`src/rtl/pulse_gen_v1.sv`:
```
// pulse_gen_v1: synthetic detector-pulse source.
// Each accepted trigger produces a step rise followed by an exponential tail
// with time constant 2^DECAY_SHIFT samples, one sample per clock. A dead time
// of HOLDOFF cycles follows each pulse. Optional pile-up adds a new step onto
// a decaying tail. The accumulator is 16-bit unsigned 8.8 fixed point.
module pulse_gen_v1 #(
    parameter int DECAY_SHIFT = 4,
    parameter int BASELINE    = 0,
    parameter int HOLDOFF     = 8,
    parameter int PILEUP_EN   = 1
) (
    input  logic       clk,
    input  logic       reset,
    input  logic       start,
    input  logic [7:0] AMP,
    output logic [7:0] OUT,
    output logic       busy,
    output logic       done,
    output logic [7:0] dropped
);

    typedef enum logic [1:0] {
        S_IDLE  = 2'd0,
        S_DECAY = 2'd1,
        S_HOLD  = 2'd2
    } state_t;

    localparam logic [7:0] BASE8 = 8'(BASELINE);
    localparam logic [7:0] HOLD8 = 8'(HOLDOFF);

    state_t      state_q, state_d;
    logic [15:0] acc_q, acc_d;
    logic [7:0]  cnt_q, cnt_d;
    logic [7:0]  drop_q, drop_d;
    logic [7:0]  out_q, out_d;
    logic        busy_q, busy_d;
    logic        done_q, done_d;

    logic        trig;
    logic [15:0] amp_fx;
    logic [15:0] tail;

    // 16-bit add clamped at 0xFFFF (pile-up onto a large tail)
    function automatic logic [15:0] sat_add16(input logic [15:0] a, input logic [15:0] b);
        logic [16:0] s;
        s = {1'b0, a} + {1'b0, b};
        return s[16] ? 16'hFFFF : s[15:0];
    endfunction

    // Baseline plus integer part of the accumulator, clamped to 8 bits via a 9-bit sum
    function automatic logic [7:0] sat_out(input logic [7:0] hi);
        logic [8:0] s;
        s = {1'b0, BASE8} + {1'b0, hi};
        return s[8] ? 8'hFF : s[7:0];
    endfunction

    // Refused-trigger counter sticks at 255
    function automatic logic [7:0] sat_inc(input logic [7:0] v);
        return (v == 8'hFF) ? v : v + 8'd1;
    endfunction

    assign trig   = start && (AMP != 8'd0);
    assign amp_fx = {AMP, 8'h00};
    assign tail   = acc_q - (acc_q >> DECAY_SHIFT);

    // Next-state, accumulator, counters and registered-output values
    always_comb begin
        state_d = state_q;
        acc_d   = acc_q;
        cnt_d   = cnt_q;
        drop_d  = drop_q;
        done_d  = 1'b0;
        case (state_q)
            S_IDLE: begin
                acc_d = 16'd0;
                if (trig) begin
                    acc_d   = amp_fx;
                    state_d = S_DECAY;
                end
            end
            S_DECAY: begin
                if (trig && (PILEUP_EN != 0)) begin
                    // A pile-up add keeps the pulse alive even if the tail would end now
                    acc_d = sat_add16(tail, amp_fx);
                end else begin
                    acc_d = tail;
                    if (trig) begin
                        drop_d = sat_inc(drop_q);
                    end
                    if (tail[15:8] == 8'd0) begin
                        acc_d  = 16'd0;
                        done_d = 1'b1;
                        if (HOLDOFF > 0) begin
                            state_d = S_HOLD;
                            cnt_d   = HOLD8;
                        end else begin
                            state_d = S_IDLE;
                        end
                    end
                end
            end
            S_HOLD: begin
                acc_d = 16'd0;
                cnt_d = cnt_q - 8'd1;
                if (trig) begin
                    drop_d = sat_inc(drop_q);
                end
                if (cnt_q <= 8'd1) begin
                    state_d = S_IDLE;
                    cnt_d   = 8'd0;
                end
            end
            default: begin
                state_d = S_IDLE;
                acc_d   = 16'd0;
                cnt_d   = 8'd0;
            end
        endcase
        out_d  = sat_out(acc_d[15:8]);
        busy_d = (state_d != S_IDLE);
    end

    // State and output registers; reset aborts any pulse immediately
    always_ff @(posedge clk or posedge reset) begin
        if (reset) begin
            state_q <= S_IDLE;
            acc_q   <= 16'd0;
            cnt_q   <= 8'd0;
            drop_q  <= 8'd0;
            out_q   <= BASE8;
            busy_q  <= 1'b0;
            done_q  <= 1'b0;
        end else begin
            state_q <= state_d;
            acc_q   <= acc_d;
            cnt_q   <= cnt_d;
            drop_q  <= drop_d;
            out_q   <= out_d;
            busy_q  <= busy_d;
            done_q  <= done_d;
        end
    end

    assign OUT     = out_q;
    assign busy    = busy_q;
    assign done    = done_q;
    assign dropped = drop_q;

endmodule
```
`config.mk`:
```
export PLATFORM = sky130hd
export DESIGN_NAME = pulse_gen_v1
export DESIGN_NICKNAME = d
export VERILOG_FILES = /design/src/rtl/pulse_gen_v1.sv
export SDC_FILE = /design/constraint.sdc
export NUM_CORES = 1
export LEC_CHECK = 0
export ABC_AREA = 1
export BUFFER_PORTS_ARGS = -buffer_cell sky130_fd_sc_hd__buf_2
export CAP_MARGIN = 20
export CORE_UTILIZATION = 62
export CTS_BUF_LIST = sky130_fd_sc_hd__clkbuf_8
export CTS_CLUSTER_DIAMETER = 30
export DETAILED_ROUTE_END_ITERATION = 6
export PLACE_DENSITY = 0.91
export SLEW_MARGIN = 25
export SYNTH_ARGS = -nofsm -noshare
export SYNTH_HDL_FRONTEND = slang
export SYNTH_SLANG_ARGS = --single-unit
```
`constraint.sdc`:
```
create_clock -name clk -period 4.05 [get_ports clk]
set_input_delay 0.81 -clock clk [delete_from_list [all_inputs] [get_ports clk]]
set_output_delay 0.81 -clock clk [all_outputs]
set_load 0.05 [all_outputs]
```
# Word level (Yosys, flattened, before mapping)

Cells that the tools add are included.

Register bits after elaboration: 44
Bits in latches: 0
Bits in writable memories: 0
ROM bits: 0
Bits of input ports: 11
Output and inout bits: 18
Logic and storage cells: 43
Memories: 0

Add/sub/neg operators: 4
Multiply operators: 0
Divide/modulo/power cells: 0
Magnitude comparators: 1
Equal/unequal tests: 5
Shift operators: 0
Mux-type cells: 17
Bitwise gates (word level): 2
Reduce and logical (&&, ||, !) cells: 7

Operators with widths:

| cell                | count |
|---|---|
| $mux 16             | 4 |
| $pmux 16 s2         | 1 |
| $mux 8              | 3 |
| $pmux 8 s3          | 1 |
| $add 16x16->17      | 1 |
| $sub 16x12->16      | 1 |
| $add 8x1->8 const B | 1 |
| $eq 8x8->1 const B  | 1 |
| $le 8x1->1 const B  | 1 |
| $logic_not 8->1     | 1 |
| $mux 2              | 4 |
| $reduce_bool 8->1   | 1 |
| $sub 8x1->8 const B | 1 |
| $pmux 2 s3          | 1 |
| $reduce_and 3->1    | 2 |
| $ne 2x2->1 const B  | 2 |
| $mux 1              | 3 |
| $eq 2x1->1 const B  | 1 |
| $eq 2x2->1 const B  | 1 |
| $logic_not 2->1     | 1 |
| $not 1->1           | 2 |
| $reduce_bool 2->1   | 1 |
| $logic_and 1x1->1   | 1 |

# Longest topological paths before layout

Gate-level depths: netlist of run 1.

Depth after elaboration: 6
Gate-level depth with buffers: 21

# Worst setup path before layout of run 1

No wires, ideal clock.

Path type: register to register
Start point: register acc_q[0]
End point: register out_q[1], in the netlist OUT[1]
Setup time: 0.083 ns
Arrival: 3.065 ns
Slack: 0.902 ns
Cell stages (with the launch flop): 21
Buffers on the path: 0
Clock period less this slack: 3.148 ns
Cell sequence: dfrtp_1 > inv_1 > ha_1 > inv_1 > fa_1 > nand3_1 > nand3_2 > nand2_1 > nand2_1 > xor2_2 > inv_1 > ha_1 > inv_1 > fa_1 > o21ai_0 > nand4_1 > o211ai_1 > nor2_1 > a21oi_1 > o21ai_0 > o21ai_0

Longest elaborated chain between the ends: 5

Ends and longest elaborated chain:

| what                                              | RTL line | RTL |
|---|---|---|
| start: declaration                                | 32       | `logic [15:0] acc_q, acc_d;` |
| start signal: assignment                          | 127      | `acc_q <= 16'd0;` |
| start signal: assignment                          | 135      | `acc_q <= acc_d;` |
| $sub 16x12->16 *                                  | 64       | `assign tail = acc_q - (acc_q >> DECAY_SHIFT);` |
| $add 16x16->17 or $logic_not 8->1 (tied branches) | 46, 90   |  |
| $mux 16 (on tied branches)                        | 47, 90   |  |
| $mux 16 *                                         | 82       | `if (trig && (PILEUP_EN != 0)) begin` |
| $pmux 16 s2 *                                     | 73       | `case (state_q)` |
| via acc_d[9]                                      | 32       |  |
| end signal: assignment                            | 138      | `out_q <= out_d;` |
| end: declaration                                  | 35       | `logic [7:0] out_q, out_d;` |

The timed path passes the listed nets; every way through them passes the cells marked *.
A chain may end at the register's enable or synchronous reset.

# Worst setup path in the final report of run 1

Start point: register acc_q[0]
End point: register out_q[3], in the netlist OUT[3]

Same word-level chain as after synthesis.

==> results of run 1 <==
logic make-up (layout without fill, tap and decap cells):
kind of cell | Yosys count | in the layout
fa+ha+maj | 30 | 30
compound gates | 54 | 54
flops | 36 | 36
simple gates | 210 | 210
buf+inv | 93 | 118
mux | 1 | 1
xor+xnor | 25 | 25
cells in the mapped netlist, drive strengths merged:
master	n
a211oi	1
a21oi	23
a22oi	1
a31oi	1
and2	2
and3	1
buf	11
clkbuf	1
dfrtp	36
fa	2
ha	28
inv	81
mux2	1
nand2	121
nand3	37
nand4	8
nor2	32
nor3	6
nor4	2
o211ai	3
o21ai	22
o221ai	2
o31ai	1
or2	1
xnor2	10
xor2	15
worst max-delay path by stage:
stage                     cells past startpoint      to  slack (ps)      from
after global routing                         20  OUT[4]          90  acc_q[0]
after floorplan                              20  OUT[1]         900  acc_q[0]
after global placement                       20  OUT[6]         670  acc_q[0]
after detailed placement                     20  OUT[3]         450  acc_q[0]
final                                        20  OUT[3]         410  acc_q[0]
after CTS                                    20  OUT[3]         440  acc_q[0]
area by class of cell:
type                    count  area, µm²  area share [%]
clock inverters             3       18.8           0.548
well taps                  67       83.8            2.45
clock buffers               5       68.8            2.01
flip-flops and latches     36        901            26.3
repair buffers             29        148            4.31
inverters                  81        304            8.88
multi-input cells         320       1900            55.5
metrics by stage:
stage	setup slack (ps)	cells
after floorplan	902	449
after global placement	671	533
after detailed placement	453	533
after CTS	439	541
after global routing	88.9	541
final	414	541
routing by layer:
metal	wire (µm)	up-vias
li1	-	1476
met1	3080	1338
met2	3220	98
met3	354	15
met4	131	0
met5	0	-
worst max-delay path, delay by kind of cell, from the launching register on:
kind                       cells  cell delay (ps)
AOI/OAI and AO/OA              4              780
xor gates and xnor gates       1              170
adders and majority gates      4             1170
buffers and inverters          4              260
DFF                            1              370
and+or+nand+nor                7              800
registers in the layout, indices dropped and copies added, names as in the netlist:
signal	cells
acc_q	9
cnt_q	8
dropped	8
OUT	7
state_q	2
busy	1
done	1
placed cells by master (no fill, tap or decap), types with 2 or more instances in the layout:
cell type / n
nand2_2: 12
o211ai_1: 3
buf_2: 28
and2_1: 2
a21oi_1: 23
nand3_2: 3
nand4_1: 8
o21ai_0: 13
inv_1: 81
fa_1: 2
nor4_1: 2
nor3_1: 6
nand2_1: 107
ha_1: 28
clkbuf_8: 5
dfrtp_1: 36
nor2_1: 27
xor2_1: 14
o221ai_1: 2
xnor2_1: 10
nor2_2: 5
clkinv_2: 2
o21ai_2: 8
nand2_4: 2
nand3_1: 34
==> impl_metrics.yaml, run 1 <==
cts:
  cts_tree: "built"
  postCtsSetupBuffers: 0
  clock_latency_ps: 290
  cts_root_buffer: "clkbuf_8"
  clockBufferDepth: 2
  cts_sinks: 36
  htree_levels: 2
  clk_pin_slew_worst_paths_ps: 70
  cts_hold_buffers: 0
  cts_inserted_buffers: 5
  postCtsResizedCells: 0
place:
  placed_area_mm2: 0.00334
  place.gp.congestion: 0.976
  dpl.hpwl_mm: 5.59
  io_buffers: 28
timing:
  worst_pin_slew_ps: 834
  final_max_slew_viol_count: 0
  relSlewSlack_pct: 44.3
  period_needed_ps: 3640
  finClkSkew_ps: 5.42
  setup_viol: 0
  holdWs_ps: 504
  setup_tns_ps: 0
  fmax_mhz: 275
  rsz0062_at_grt: "false"
  fin_crit_sh_pct: 89.8
  finalHoldViolations: 0
grt:
  grtUsageMet3_pct: 3.43
  grt_util_met2_pct: 45.4
  grt_overflow: 0
  antenna_found_initial: 0
  track_usage_pct: 27.1
  grt_pass1_wl_mm: 11.3
  gr-max-usage-layer: "met2"
  grt_max_degree: 24
  grt_use_met1_pct: 36.0
  grt_pass1_vias: 2648
routing:
  drt_iter0_markers: 243
  drtPass1Iterations: 5
  viasPerCell: 5.41
  wl_mm: 6.79
  final_antenna_net_count: 0
  wl_per_cell_um: 12.5
  via_count: 2927
  drc_errors: 0
die:
  initial_core_util_pct: 65.8
  coreArea_mm2: 0.00485
  die_h_um: 73.7
  ios: 29
  dieArea_mm2: 0.00544
  dieWidth_um: 73.7
  fp-row-count: 25
synthesis:
  ys_seq_area_share_pct: 28.2
  synth.yosys.warnings: 0
  syn_inst: 449
  synth_top_area_share_pct: 28.2
  synthTopCellsByArea: "dfrtp_1 28%, nand2_1 13%, ha_1 11%"
  synth-simple-area-share_pct: 29.8
  synth_adder_area_share_pct: 12.2
  syn_area_mm2: 0.00319
  yosysTopAreaCell: "dfrtp_1"
  synth-seq-cells: 36
  synth_top_family_by_area: "simple AND/OR/NAND/NOR gates"
  syn_avg_cell_area_um2: 7.11
  synth-compound-area-share_pct: 10.2
  synth_xor_area_share_pct: 7.10
  yosys.cell_types.count: 36
  synth_mux_area_share_pct: 0.353
  synth_nets: 490
setup_path:
  r2r_end: "OUT[3]"
  r2r_slack_ps: 410
  critPathArrivalTime_ps: 3840
  path_max_fanout: 7
  startpoint_type: "register"
  cp.required_ps: 4260
  reg2regPathDepth: 20
  cp-end-kind: "register"
  r2r_start: "acc_q[0]"
  slowest_delay_ps: 440
  crit_path_frequent_cell: "inv_1"
  critical_path_class: "reg2reg"
  slowest_stage: "fa_1"
  worstPathCellList: "inv_1 -> ha_1 -> inv_1 -> fa_1 -> nand3_1 -> nand3_2 -> nand2_1 -> nand2_1 -> xor2_2 -> inv_1 -> ha_1 -> inv_1 -> fa_1 -> o21ai_0 -> nand4_1 -> o211ai_1 -> nor2_1 -> nand2_1 -> o21ai_0 -> o21ai_0"
finish:
  synthToLayoutAreaGrowth_pct: 7.37
  nets: 514
  design_area_mm2: 0.00343
  diodes: 0
  fin_util_pct: 70.7
  drive_gt1_share_pct: 14.8
  nFillCells: 375
outcome:
  status: "completed"
run:
  maxCapViolCount: 0
min_path:
  holdPathEnd: "dropped[7]"
  hold_class: "reg2reg"
  min_from: "dropped[7]"
  hold_depth: 1
Power of run 1 is left out: the tool's default activity adds up to more than one toggle a clock period on the data nets, which glitch-free logic cannot reach.
==> inputs of run 2 (changes only) <==
--- a/config.mk
+++ b/config.mk
@@ -8,11 +8,13 @@
 export ABC_AREA = 1
 export BUFFER_PORTS_ARGS = -buffer_cell sky130_fd_sc_hd__buf_2
 export CAP_MARGIN = 20
-export CORE_UTILIZATION = 62
+export CELL_PAD_IN_SITES_DETAIL_PLACEMENT = 1
+export CELL_PAD_IN_SITES_GLOBAL_PLACEMENT = 1
+export CORE_UTILIZATION = 45
 export CTS_BUF_LIST = sky130_fd_sc_hd__clkbuf_8
 export CTS_CLUSTER_DIAMETER = 30
 export DETAILED_ROUTE_END_ITERATION = 6
-export PLACE_DENSITY = 0.91
+export PLACE_DENSITY = 0.9
 export SLEW_MARGIN = 25
 export SYNTH_ARGS = -nofsm -noshare
 export SYNTH_HDL_FRONTEND = slang
==> run 2 against run 1 <==
  * Critical path depth unchanged
  * Utilization decreased by 20 points
  * Routed wire length increased by 28%
  * Critical endpoint unchanged
  * Non-clock buffer count unchanged
  * Via count increased by 2.1%
  * Cell count increased by 5.4%
  * Worst hold slack improved by 20 ps
  * Clock-buffer cell count unchanged
  * Maximum frequency decreased by 1.3%
  * Worst setup slack got worse by 48 ps
  * Critical path type unchanged
  * Register-to-register slack got worse by 50 ps
  * Clock skew increased by 4.0 ps
==> impl_metrics.yaml, run 2 (synthesized netlist as in run 1, its figures left out) <==
finish:
  largest_reg_flops: 9
  finalNonFillerCells: 570
  diodes: 0
  drive_gt1_share_pct: 14.8
  synthToLayoutAreaGrowth_pct: 8.51
  layout_commonest_cell: "nand2_1"
  largest_register: "acc_q"
  nFillCells: 948
  nets: 514
  final_cell_mix: "107 x nand2_1, 81 x inv_1, 36 x dfrtp_1"
  design_area_mm2: 0.00346
timing:
  finClkSkew_ps: 9.45
  relSlewSlack_pct: 68.2
  finalHoldViolations: 0
  setup_viol: 0
  fin_crit_sh_pct: 91.0
  rsz0062_at_grt: "false"
  fmax_mhz: 271
  setup_tns_ps: 0
  period_needed_ps: 3680
  final_max_slew_viol_count: 0
  worst_pin_slew_ps: 477
routing:
  drt_iter0_markers: 124
  viasPerCell: 5.24
  final_antenna_net_count: 0
  wl_mm: 8.67
  drtPass1Iterations: 4
  drc_errors: 0
  via_count: 2989
  wl_per_cell_um: 15.2
setup_path:
  reg2regPathDepth: 20
  crit_path_start: "acc_q[0]"
  critical_path_class: "reg2reg"
  cp-end-kind: "register"
  path_max_fanout: 7
  slowest_delay_ps: 450
  slowest_stage: "fa_1"
  r2r_slack_ps: 370
  crit_path_frequent_cell: "inv_1"
  r2r_start: "acc_q[0]"
  startpoint_type: "register"
  critPathArrivalTime_ps: 3880
  r2r_end: "OUT[3]"
  cp.required_ps: 4250
  crit_end: "OUT[3]"
  worstPathCellList: "inv_1 -> ha_1 -> inv_1 -> fa_1 -> nand3_1 -> nand3_2 -> nand2_1 -> nand2_1 -> xor2_2 -> inv_1 -> ha_1 -> inv_1 -> fa_1 -> o21ai_1 -> nand4_1 -> o211ai_1 -> nor2_1 -> nand2_1 -> o21ai_0 -> o21ai_0"
die:
  initial_core_util_pct: 46.7
  dieWidth_um: 86.2
  die_h_um: 86.2
  fp-row-count: 30
  ios: 29
  coreArea_mm2: 0.00683
  dieArea_mm2: 0.00743
grt:
  grt_pass1_vias: 3244
  grt_overflow: 0
  gr-max-usage-layer: "met2"
  grt_pass1_wl_mm: 14.9
  grtUsageMet3_pct: 3.24
  grt_max_degree: 37
  track_usage_pct: 25.3
  grt_use_met1_pct: 31.4
  antenna_found_initial: 0
  grt_util_met2_pct: 45.4
cts:
  cts_root_buffer: "clkbuf_8"
  clock_latency_ps: 290
  clockBufferDepth: 2
  cts_inserted_buffers: 5
  clk_pin_slew_worst_paths_ps: 80
  cts_hold_buffers: 0
  postCtsSetupBuffers: 0
  htree_levels: 2
  cts_tree: "built"
  cts_sinks: 36
outcome:
  status: "completed"
place:
  placed_area_mm2: 0.00337
  dpl.hpwl_mm: 7.13
  place.gp.congestion: 0.914
  dp_cells: 562
  io_buffers: 28
min_path:
  hold_depth: 1
  hold_class: "reg2reg"
run:
  maxCapViolCount: 0
==> run 2: routing by layer <==
metal	routed length [µm]	vias to the layer above
li1	-	1472
met1	3880	1447
met2	4370	51
met3	245	19
met4	165	0
met5	0	-
==> run 2: layout make-up <==
type,count,area (µm²),share of cell area [%]
clock buffers,5,68.8,1.99
clock inverters,3,18.8,0.542
inverters,81,304,8.78
multi-input cells,320,1900,54.9
flip-flops and latches,36,901,26.0
well taps,96,120,3.47
repair buffers,29,148,4.26
==> run 2: worst min path at each step <==
stage / end / from / slack [ps]
finish: dropped[5] / dropped[5] / 520
global placement: cnt_q[1] / cnt_q[1] / 490
global route: dropped[7] / dropped[7] / 540
CTS: cnt_q[1] / cnt_q[1] / 530
detailed placement: cnt_q[1] / cnt_q[1] / 510
floorplan: cnt_q[4] / cnt_q[4] / 480
==> run 2: worst max-delay path: cells and delay by family (launching register included) <==
| family | cells | cell delay [ps] |
|---|---|---|
| AOI/OAI and AO/OA | 4 | 720 |
| adders and majority gates | 4 | 1230 |
| and+or+nand+nor | 7 | 830 |
| xor gates and xnor gates | 1 | 180 |
| buffers and inverters | 4 | 280 |
| DFF | 1 | 360 |
==> run 2: stage by stage <==
step	hold WS, ps	utilization, %	setup WS (ps)
detailed placement	508	49.4	350
global placement	491	49.4	654
global route	543	50.7	42.9
floorplan	478	-	902
finish	524	50.7	366
CTS	528	50.7	294
==> run 2: what timing repair did <==
| item | 4_1_cts | 5_1_grt |
|---|---|---|
| resized for setup | 0 | 1 |
| hold endpoints to repair | 0 | 0 |
| setup endpoints to repair | 0 | 5 |
Power of run 2 is left out for the same reason.
==> inputs of run 3 (changes only) <==
--- a/config.mk
+++ b/config.mk
@@ -10,6 +10,7 @@
 export CAP_MARGIN = 20
 export CELL_PAD_IN_SITES_DETAIL_PLACEMENT = 1
 export CELL_PAD_IN_SITES_GLOBAL_PLACEMENT = 1
+export CORE_ASPECT_RATIO = 1.25
 export CORE_UTILIZATION = 45
 export CTS_BUF_LIST = sky130_fd_sc_hd__clkbuf_8
 export CTS_CLUSTER_DIAMETER = 30
==> run 3 against run 2 <==
  * Global-route usage down 0.91 points
  * First-iteration DRC count down 45%
  * Worst hold slack worse by 3.0 ps
  * Worst setup slack better by 31 ps
  * Via count down 1.9%
  * Clock-buffer cell count unchanged
  * Cell area down 0.33%
  * Sequential share of layout area up 0.085 points
  * Highest routed layer unchanged
  * Die area about the same
==> impl_metrics.yaml, run 3 (synthesized netlist as in run 1, its figures left out) <==
outcome:
  status: "completed"
routing:
  drt_iter0_markers: 68
  drc_errors: 0
  drtPass1Iterations: 4
  wl_per_cell_um: 14.8
  via_count: 2932
  wl_mm: 8.30
  viasPerCell: 5.23
  final_antenna_net_count: 0
grt:
  grt_max_degree: 25
  grt_pass1_vias: 3154
  grt_overflow: 0
  grt_pass1_wl_mm: 14.3
  antenna_found_initial: 0
  track_usage_pct: 24.4
setup_path:
  critical_path_class: "reg2reg"
  path_max_fanout: 7
  cp.required_ps: 4270
  cp-end-kind: "register"
  startpoint_type: "register"
  critPathArrivalTime_ps: 3870
die:
  fp-row-count: 33
  dieArea_mm2: 0.00743
  die_h_um: 96.1
  coreArea_mm2: 0.00669
  initial_core_util_pct: 47.7
  ios: 29
  dieWidth_um: 77.3
timing:
  holdWs_ps: 521
  fmax_mhz: 274
  setup_tns_ps: 0
  fin_crit_sh_pct: 90.2
  finClkSkew_ps: 11.8
  setup_viol: 0
  rsz0062_at_grt: "false"
  worst_pin_slew_ps: 839
  finalHoldViolations: 0
  period_needed_ps: 3650
  final_max_slew_viol_count: 0
  relSlewSlack_pct: 43.7
cts:
  postCtsResizedCells: 0
  cts_hold_buffers: 0
  htree_levels: 2
  cts_root_buffer: "clkbuf_8"
  clock_latency_ps: 290
  cts_tree: "built"
  cts_sinks: 36
  cts_inserted_buffers: 5
  clk_pin_slew_worst_paths_ps: 80
  postCtsSetupBuffers: 0
  clockBufferDepth: 2
finish:
  drive_gt1_share_pct: 14.8
  synthToLayoutAreaGrowth_pct: 8.16
  layout_commonest_cell: "nand2_1"
  nets: 514
  finalNonFillerCells: 561
  largest_reg_flops: 9
  final_cell_mix: "107 x nand2_1, 80 x inv_1, 36 x dfrtp_1"
  diodes: 0
  largest_register: "acc_q"
place:
  io_buffers: 28
  dpl.hpwl_mm: 7.03
  place.gp.congestion: 0.903
  dp_cells: 553
min_path:
  hold_class: "reg2reg"
run:
  maxCapViolCount: 0
run 3: cell types whose count changed in the layout (fill, tap and decap cells not counted):
cell      before  now
inv_1         81   80
clkinv_1       0    1
run 3: area by class of cell:
type / instances / area, µm²
Clock buffer: 5 / 68.8
Clock inverter: 3 / 18.8
Fill cell: 902 / 3240
Inverter: 81 / 304
Multi-Input combinational cell: 320 / 1900
Sequential cell: 36 / 901
Tap cell: 87 / 109
Timing Repair Buffer: 29 / 148
run 3: metrics by stage:
| stage | area, µm² | util (%) | setup WS (ps) |
|---|---|---|---|
| floorplan | 3190 | - | 902 |
| global placement | 3360 | 50.3 | 658 |
| detailed placement | 3360 | 50.3 | 388 |
| CTS | 3450 | 51.6 | 330 |
| global route | 3450 | 51.6 | 28.0 |
| finish | 3450 | 51.6 | 398 |
run 3: final timing paths:
kind	start	to	slack, ps	depth (start not counted)
max	acc_q[0]	OUT[1]	400	20
min	dropped[7]	dropped[7]	520	1
max reg2reg	acc_q[0]	OUT[1]	400	20
min reg2reg	dropped[7]	dropped[7]	520	1
max in group asynchronous	reset	dropped[6]	2870	3
min in group asynchronous	reset	dropped[1]	570	2
run 3: layer usage:
layer,track usage [%],wire length (µm),up-vias
met5,0,0,-
met4,9.75,166,0
met3,1.99,161,17
met2,46.6,4440,47
met1,28.0,3530,1402
li1,-,-,1466
run 3: critical path, cell delays in order, from the launching register on:
cell and delay [ps]:
dfrtp_1 360, inv_1 50, ha_1 170, inv_1 90, fa_1 440, nand3_1 110
nand3_2 100, nand2_1 80, nand2_1 90, xor2_2 180, inv_1 70, ha_1 170
inv_1 70, fa_1 420, o21ai_1 230, nand4_1 110, o211ai_1 200, nor2_1 200
a21oi_1 200, o21ai_0 120, o21ai_0 100
Power of run 3 is left out for the same reason.
